$ cat config.mk
export PLATFORM = sky130hd
export DESIGN_NAME = alu_result_fifo
export DESIGN_NICKNAME = d
export VERILOG_FILES = /design/src/rtl/alu_result_fifo.sv
export SDC_FILE = /design/constraint.sdc
export NUM_CORES = 1
export LEC_CHECK = 0
export ABC_AREA = 1
export CORE_MARGIN = 2
export CORE_UTILIZATION = 52
export CTS_CLUSTER_SIZE = 16
export DETAILED_ROUTE_END_ITERATION = 16
export PLACE_DENSITY = 0.87
export SYNTH_ARGS = -nofsm -noshare
export SYNTH_HDL_FRONTEND = slang
export SYNTH_SLANG_ARGS = --single-unit
$ cat constraint.sdc
create_clock -name clk -period 2.8 [get_ports clk]
set_clock_uncertainty 0.15 [all_clocks]
set_input_delay 0.42 -clock clk [delete_from_list [all_inputs] [get_ports clk]]
set_output_delay 0.42 -clock clk [all_outputs]
set_load 0.01 [all_outputs]
$ cat src/rtl/alu_result_fifo.sv
// Four-entry FIFO capturing ALU results with derived {C,Z,N,CMP} flags.
// Optional same-cycle bypass when empty: define ALU_FIFO_BYPASS_EN.
module alu_result_fifo (
   input  logic        clk,
   input  logic        rst,
   input  logic        in_valid,
   output logic        in_ready,
   input  logic [15:0] alu_out,
   input  logic        carry_out,
   input  logic        compare,
   input  logic        mode,
   output logic        out_valid,
   input  logic        out_ready,
   output logic [15:0] out_data,
   output logic [3:0]  out_flags,
   output logic [2:0]  count
);

   logic [15:0] r_data [4];
   logic [3:0]  r_flag [4];
   logic [1:0]  r_rd_ptr;
   logic [1:0]  r_wr_ptr;
   logic [2:0]  r_count;

   logic [3:0]  w_in_flags;
   logic        w_full;
   logic        w_empty;
   logic        w_bypass;
   logic        w_push;
   logic        w_pop;

   // Carry is meaningless for logic ops, so it is masked there.
   assign w_in_flags = {carry_out & ~mode, alu_out == 16'h0000,
                        alu_out[15], compare};

   assign w_full  = (r_count == 3'd4);
   assign w_empty = (r_count == 3'd0);

`ifdef ALU_FIFO_BYPASS_EN
   assign w_bypass = w_empty & in_valid;
`else
   assign w_bypass = 1'b0;
`endif

   // A bypassed word taken by the consumer never enters storage.
   assign w_push = in_valid & ~w_full & ~(w_bypass & out_ready);
   assign w_pop  = ~w_empty & out_ready;

   assign in_ready  = ~w_full;
   assign out_valid = ~w_empty | w_bypass;
   assign count     = r_count;

   always_comb begin
      out_data  = 16'h0000;
      out_flags = 4'h0;
      if (!w_empty) begin
         out_data  = r_data[r_rd_ptr];
         out_flags = r_flag[r_rd_ptr];
      end else if (w_bypass) begin
         out_data  = alu_out;
         out_flags = w_in_flags;
      end
   end

   always_ff @(posedge clk) begin
      if (!rst && w_push) begin
         r_data[r_wr_ptr] <= alu_out;
         r_flag[r_wr_ptr] <= w_in_flags;
      end
   end

   always_ff @(posedge clk) begin
      if (rst) begin
         r_rd_ptr <= 2'd0;
         r_wr_ptr <= 2'd0;
         r_count  <= 3'd0;
      end else begin
         if (w_push) r_wr_ptr <= r_wr_ptr + 2'd1;
         if (w_pop)  r_rd_ptr <= r_rd_ptr + 2'd1;
         case ({w_push, w_pop})
            2'b10:   r_count <= r_count + 3'd1;
            2'b01:   r_count <= r_count - 3'd1;
            default: r_count <= r_count;
         endcase
      end
   end

endmodule

* Yosys cells after proc, flatten, opt, wreduce, memory -nomap -nowiden
Memory sizes are Yosys's and may differ from the RTL's. A register that Yosys moved wholly into a read port is not among the register bits.
Cells that the tools add are included.
** Storage, ports and cells
- Register bits after elaboration :: 7
- Memory bits (writable) :: 80
- Bits of input ports :: 23
- Output and inout bits :: 25
- Logic and storage cells :: 32
- Memories kept :: 2
** Operators by class
- Add/sub/neg operators :: 4
- Equality and inequality tests :: 3
- Multiplexer cells :: 9
- Bitwise logic cells :: 6
- Reduce and logical (&&, ||, !) cells :: 5
** Memory list
- r_data :: words 4, width 16, rd ports 1, clocked after Yosys merged registers in 1, wr ports 1, line 19 : logic [15:0] r_data [4];
- r_flag :: words 4, width 4, rd ports 1, clocked after Yosys merged registers in 1, wr ports 1, line 20 : logic [3:0] r_flag [4];
** Operator list (number)
- $logic_not A16 Y1 :: 1
- $mux W16 :: 1
- $mux W2 :: 4
- $pmux W3 S2 :: 1
- $add A2 B1 Y2 const B :: 2
- $mux W4 :: 1
- $add A3 B1 Y3 const B :: 1
- $and A1 B1 Y1 :: 3
- $eq A3 B3 Y1 const B :: 1
- $logic_not A3 Y1 :: 1
- $not A1 Y1 :: 3
- $sub A3 B1 Y3 const B :: 1
- $eq A2 B1 Y1 const B :: 1
- $eq A2 B2 Y1 const B :: 1
- $mux W1 :: 2
- $reduce_bool A2 Y1 :: 1
- $logic_and A1 B1 Y1 :: 1
- $logic_not A1 Y1 :: 1

* Logic depth before layout (Yosys ltp)
- Depth after elaboration :: 6
- Depth in mapped cells :: 13
- Gate-level depth less buffers :: 13

* Least setup slack after synthesis
No wires, ideal clock.
- Kind :: flip-flop to flip-flop
- Start point :: register r_count[1] (netlist: count[1])
- End point :: memory r_data[0][0] (enable)
- Library setup time :: 0.395 ns
- Data arrival time :: 1.672 ns
- Required time :: 2.255 ns
- Path slack :: 0.583 ns
- Stages on the path, launching flop included :: 5
- Path buffers :: 0
- Clock period less this slack :: 2.217 ns
- Path through :: dfxtp_1 nor2_2 a21boi_1 nand2_1 nor2_1
** On the way
- Word-level cells in the longest chain between the ends :: 6
** RTL lines
- start: declaration :: line 23 : logic [2:0] r_count;
- start signal: assignment :: line 81 : 2'b10: r_count <= r_count + 3'd1;
- start signal: assignment :: line 82 : 2'b01: r_count <= r_count - 3'd1;
- start signal: assignment :: line 83 : default: r_count <= r_count;
- $eq A3 B3 Y1 :: line 36 : assign w_full = (r_count == 3'd4);
- $not A1 Y1 :: line 46 : assign w_push = in_valid & ~w_full & ~(w_bypass & out_ready);
- $and A1 B1 Y1 :: line 46
- $logic_and A1 B1 Y1 :: line 66 : if (!rst && w_push) begin
- $mux W1 :: line 66
- $mux W1 (implied by the code) :: line 67 : r_data[r_wr_ptr] <= alu_out;
- end: declaration :: line 19
No other way between the ends.

==> impl_metrics.yaml <==
status:
  outcome: "complete, no violations"
power_and_ir_drop:
  cellPowerDensity_nw_per_um2: 883.8
  irDropWorstVdd_uv: 636.4
  leakage_nw: 1.528
logic_synthesis:
  ys_warn_count: 0
  synthTopCellsByCount: "nor2_1, edfxtp_1, a21oi_1"
  synth.area.top_cells: "edfxtp_1, nor2_1, dfxtp_1"
  ys_seq_elements: 85
  yosysSeqAreaShare_pct: 70.21
  synth.avg_cell_area_um2: 11.31
  ys.flop_type: "edfxtp_1"
  syn-num-nets: 339
  synth_most_common_cell: "nor2_1"
  syn_area_um2: 3507
  synth_edf_count: 76
  synth_top_area_share_pct: 65.07
  synthArstFlopShare_pct: 0
  synth_top_area_cell: "edfxtp_1"
  syn_inst: 310
  synthDistinctLibCells: 23
flow_run:
  maxCapViolations: 0
sta:
  clock.fmax_mhz: 381.8
  rsz0062_at_grt: "no"
  hold_viol_final: 0
  setup_viol: 0
  worst_pin_slew_ns: 0.4147
  post-route-min-period_ns: 2.619
  setup_tns_ns: 0
  finalMaxSlewViolations: 0
  max-slew-margin-rel_pct: 72.31
  setup_slack_ns: 0.1807
  finalCritPeriodShare_pct: 93.55
placement:
  gp_congestion: 0.7596
  placed_cells: 428
  dp_hpwl_um: 4180
  place_ws_ns: 0.3896
  portBuffers: 47
worst_setup_path:
  arrival_ns: 2.05
  path_depth: 6
  worst-path-buf-inv: 2
  path_class: "reg -> out"
  end_kind: "output pin"
  max_stage_delay_ns: 0.56
  cp_slowest_cell: "clkdlybuf4s50_1"
  cpLargestDelayFamily: "buffers and inverters"
  startpoint_type: "register"
  crit_required_ns: 2.23
  cp_common_cell: "nor2_1"
  worstPathMaxFanout: 18
  reg2regPathDepth: 13
  path_cells: "buf_4 -> nor2_1 -> nor2_1 -> o21ai_0 -> a21oi_1 -> clkdlybuf4s50_1"
routing:
  routed_wl_um: 6904
  drc_errors: 0
  drtIter0Drc: 200
  drtPass1Iterations: 5
  viasPerCell: 5.395
  wl_per_cell_um: 15.58
  drtAntennaViolNets: 0
  vias: 2390
global_route:
  grt_pass1_vias: 2330
  grt_antenna_before_repair: 0
  grt_max_degree: 39
  overflow: 0
  track_usage_pct: 19.17
  grt_pass1_wl_um: 10810
cells_and_area:
  finish.utilization_pct: 66.18
  num_antenna_cells: 0
  num-nets-final: 391
  stdcell_count: 443
  drive_gt1_share_pct: 7.377
  area_delta_synth_final_pct: 21.19
  nFillCells: 455
clocking:
  clkTransAtPathRegs_ns: 0.08
  cts_resized: 1
  clock_insertion_delay_worst_skew_ns: 0.33
  clock-sinks: 85
  cts_buffers: 9
  cts_buffer_depth: 2
  hold_buffers: 0
  cts_htree_levels: 3
  cts_tree: "done"
  cts-root-buf: "clkbuf_8"
  post_cts_buffers: 0
floorplan:
  row_count: 29
  floorplan.initialDensity_pct: 54.61
  ios: 48
  die_y_um: 86.13
  dieWidth_um: 86.13
  die-area_um2: 7418
  design.core.area_um2: 6422
hold_path:
  hp-class: "reg -> reg"
  hold_depth: 2
==> path summary, 6_finish.rpt <==
| check | from | endpoint | slack, ns |
|---|---|---|---|
| max reg2reg | count[2]$_SDFFE_PP0P_ | count[2]$_SDFFE_PP0P_ | 0.77 |
| max | register | out_data[6] | 0.18 |
| min reg2reg | r_rd_ptr[1]$_SDFFE_PP0P_ | r_rd_ptr[1]$_SDFFE_PP0P_ | 0.37 |
| min | r_rd_ptr[1]$_SDFFE_PP0P_ | r_rd_ptr[1]$_SDFFE_PP0P_ | 0.37 |
==> kinds of logic (layout without fill, tap and decap cells) <==
logic type	Yosys count	in the layout	synth area share, %
DFF	85	85	70.21
AOI/OAI and AO/OA	63	63	9.062
and+or+nand+nor	122	122	13.59
adders and majority gates	6	6	2.355
buffers and inverters	34	90	4.780
==> layout by cell type (no fill, tap or decap), drive strengths merged <==
cell	instances
edfxtp	76
a21boi	1
bufinv	2
dfxtp	9
a21oi	22
fa	1
clkinv	2
nand2	15
nand4	2
inv	23
ha	5
nor2	100
nand3	4
buf	7
clkbuf	9
nand3b	1
clkdlybuf4s50	47
o21ai	40
==> where the power goes <==
part | internal (mW) | switching (mW)
Combinational | 0.593 | 0.732
Sequential | 1.47 | 0.0537
Clock | 0.499 | 0.405
==> cell type report <==
cell class	count	area [um^2]	share of cell area (%)
well taps	77	96.34	2.267
multi-input cells	191	877.1	20.64
inverters	21	81.33	1.913
clock inverters	6	86.33	2.031
flip-flops and latches	85	2462	57.93
repair buffers	54	523.0	12.30
clock buffers	9	123.9	2.914
==> worst min-delay path, stage by stage (launching register included) <==
cell     delay (ns)
dfxtp_1        0.33
nand2_1        0.06
a21oi_1        0.07
==> sequential cells by signal, indices dropped and copies added (netlist names), named ones only <==
register,count
r_data,60
r_flag,16
count,3
r_rd_ptr,2
r_wr_ptr,2
==> metrics by stage <==
| stage | instance area, um^2 | hold WS, ns | power [mW] |
|---|---|---|---|
| 2_1_floorplan | 3507 | 0.3087 | 2.275 |
| 3_3_place_gp | 4038 | 0.3356 | 2.822 |
| 3_5_place_dp | 4038 | 0.3529 | 2.867 |
| 4_1_cts | 4250 | 0.3644 | 3.770 |
| 5_1_grt | 4250 | 0.4066 | 3.938 |
| 6_report | 4250 | 0.3653 | 3.756 |
==> layer usage <==
metal  global-route usage [%]  part of all wire (%)
met4                    6.926                  0.74
met3                    5.005                   5.8
met5                        0                     0
met1                    23.13                    41
met2                    33.19                    52
No activity file was read; power rests on OpenSTA's default activity.
==> variant, RTL diff (same flow settings) <==
Build with the macro `ALU_FIFO_BYPASS_EN` defined.
--- a/src/rtl/alu_result_fifo.sv
+++ b/src/rtl/alu_result_fifo.sv
@@ -2,2 +2,4 @@
 // Optional same-cycle bypass when empty: define ALU_FIFO_BYPASS_EN.
+`define ALU_FIFO_BYPASS_EN
+
 module alu_result_fifo (
Function: changed (Yosys sat finds a counterexample within 4 cycles, from zero or initial values and one cycle with rst high).
==> variant against the unedited design <==
Die area is 5.8% higher. Total power rose by 13%. Largest cell class unchanged. Critical path type unchanged. Hold slack got worse by 0.0062 ns. Wire length grew 16%. Utilization increased by 0.69 points. Design area increased by 8.1%. Setup slack lost 0.063 ns. Final cell count up 17%. Largest power group is now combinational logic. Sequential cell count stayed put. Register-to-register slack got worse by 0.10 ns. Synthesized area is 6.1% higher. Count of clock-buffer cells in the layout unchanged. Fmax fell by 2.3%.
==> variant: results (changes against the unedited design) <==
| Metric | Value |
|---|---|
| Port bufs | `47 (unchanged)` |
| Fillers | `500 (+9.9%)` |
| CTS Root Cell | `clkbuf_8` |
| GPL Wtd Cong | `0.802 (+5.5%)` |
| Worst reg-to-reg path cell count | `13 (unchanged)` |
| Worst setup path endpoint | `out_flags[2]` |
| Unique masters post-synth | `23 (unchanged)` |
| Leakage power | `0.00180 µW (+18%)` |
| Worst slew pin tran | `0.386 ns (-0.0282 ns)` |
| Fin nets | `446 (+14%)` |
| Worst-path clk slew | `0.08 ns (about the same)` |
| Placed cell areas | `4310 µm² (+6.8%)` |
| Async SR Flop Fraction | `0% (unchanged)` |
| Status | `complete, no violations` |
| Util after Layout | `66.9% (+0.69 points)` |
| HP Class | `reg -> reg` |
| Starting DRT DRC Count | `211 (+5.5%)` |
| Vias in the first global route | `2749 (+18%)` |
| Sw Share | `33.3% (+1.6 points)` |
| Fin cells | `518 (+17%)` |
| Largest net degree at the start of global routing | `39 (unchanged)` |
| CTS max path bufs | `2 (unchanged)` |
| Avg Cell Area, Syn | `10.4 µm² (-8.4%)` |
| Synth area leaders | `edfxtp_1 (61%), nand2_1 (13%), nand3_1 (8.6%), dfxtp_1 (4.8%), inv_1 (2.3%)` |
| CP max FO | `12 (-6)` |
| Largest register FFs | `60 (unchanged)` |
| Dominant synthesized flop cell | `edfxtp_1` |
| Post-synth EDFFs | `76 (unchanged)` |
| DR vias | `2762 (+16%)` |
| Start point of the critical path | `count[1]` |
| N_diodes | `0 (unchanged)` |
| Antenna violations before repair | `0 (unchanged)` |
| TritonCTS buffer count | `9 (unchanged)` |
| Max incr delay on CP | `0.53 ns (-0.03 ns)` |
| Post-DP HPWL | `4.99 mm (+19%)` |
| First-pass GRT wire length | `12.7 mm (+17%)` |
| Most instantiated cells after synthesis | `nand2_1 (128), edfxtp_1 (76), nand3_1 (64)` |
| Worst skew pair latency | `0.36 ns (+0.03 ns)` |
| Share of layout cells above drive strength 1 | `8.29% (+0.92 points)` |
| Most flop-heavy register | `r_data` |
| Syn_nets | `388 (+14%)` |
| CP arrival | `2.11 ns (+0.06 ns)` |
| CTS H-tree depth | `3 (unchanged)` |
| Routed WL | `7.98 mm (+16%)` |
| DP Cell Count | `500 (+17%)` |
| Peak supply drop | `0.620 mV (-2.6%)` |
| Reg2reg end | `count[2]` |
| Post-synthesis sequential area ratio | `66.2% (-4.0 points)` |
| Max Freq | `373 MHz (-2.3%)` |
| Synth Warn # | `0 (unchanged)` |
| Total Routing Usage GR | `22.1% (+2.9 points)` |
| CP max stage cell | `clkdlybuf4s50_1` |
| Drt pass-1 iters | `7 (+2)` |
| Dpl ws | `0.0620 ns (-0.328 ns)` |
| R2R setup slack | `0.67 ns (-0.10 ns)` |
-- variant: cell count changes in the layout (fill, tap and decap cells not counted), sizes merged, moves of 8 or more --
cell	delta
nor2	-75
nand3	+60
nand2	+114
a21oi	-18
o21ai	-36
buf	+8
-- variant: logic make-up after synthesis --
kind of cell | count (synthesis) | synth area share [%]
AND/OR/NAND/NOR | 220 | 25.4
flip-flops | 85 | 66.2
buffers and inverters | 40 | 5.08
AO/OA/AOI/OAI | 8 | 1.18
adder cells (fa/ha/maj) | 6 | 2.22
-- variant: how the worst min path moves through the flow --
| stage | from | to | slack, ns | cells after the start |
|---|---|---|---|---|
| after floorplan | r_rd_ptr[1] | flop | 0.31 | 2 |
| after global placement | r_rd_ptr[1] | r_rd_ptr[1] | 0.33 | 2 |
| after detailed placement | r_rd_ptr[1] | flop | 0.37 | 2 |
| after CTS | r_rd_ptr[1] | flop | 0.37 | 2 |
| after global routing | r_rd_ptr[1] | flop | 0.40 | 2 |
| final | r_rd_ptr[1] | flop | 0.36 | 2 |
-- variant: what timing repair did --
item,in CTS,in global routing
resized for setup,0,2
endpoints found under the setup margin,0,16
setup buffers,0,2
-- variant: power groups by stage --
stage          registers (µW)  logic (µW)  clock network, µW
2_1_floorplan            1570         931                  0
3_3_place_gp             1560        1560                  0
3_5_place_dp             1570        1600                  0
4_1_cts                  1540        1620               1030
5_1_grt                  1550        1840               1080
6_report                 1540        1670               1020
-- variant: per-layer routing --
metal  GRT usage (%)  up-vias  part of all wire (%)
met3            6.06       20                   5.2
met4            12.9        0                   2.5
met2            37.3      107                    51
met5               0        -                     0
li1                -     1314                     -
met1            25.2     1321                    41
-- variant: through the flow --
stage	power [µW]	hold slack (ns)
after CTS	4180	0.371
after detailed placement	3170	0.366
final	4230	0.359
after global routing	4470	0.396
after floorplan	2500	0.309
after global placement	3120	0.331
-- variant: final cells by class --
cell class / count / share of cell area (%)
multi-input cells: 234 / 23.3
well taps: 96 / 2.62
clock inverters: 7 / 2.45
inverters: 25 / 2.10
repair buffers: 62 / 13.2
flip-flops and latches: 85 / 53.6
clock buffers: 9 / 2.70
-- variant: critical path: cells and delay by family, from the launching register on --
family,cells,cell delay (ns)
simple gates,5,0.71
buf+inv,2,0.68
flops,1,0.36
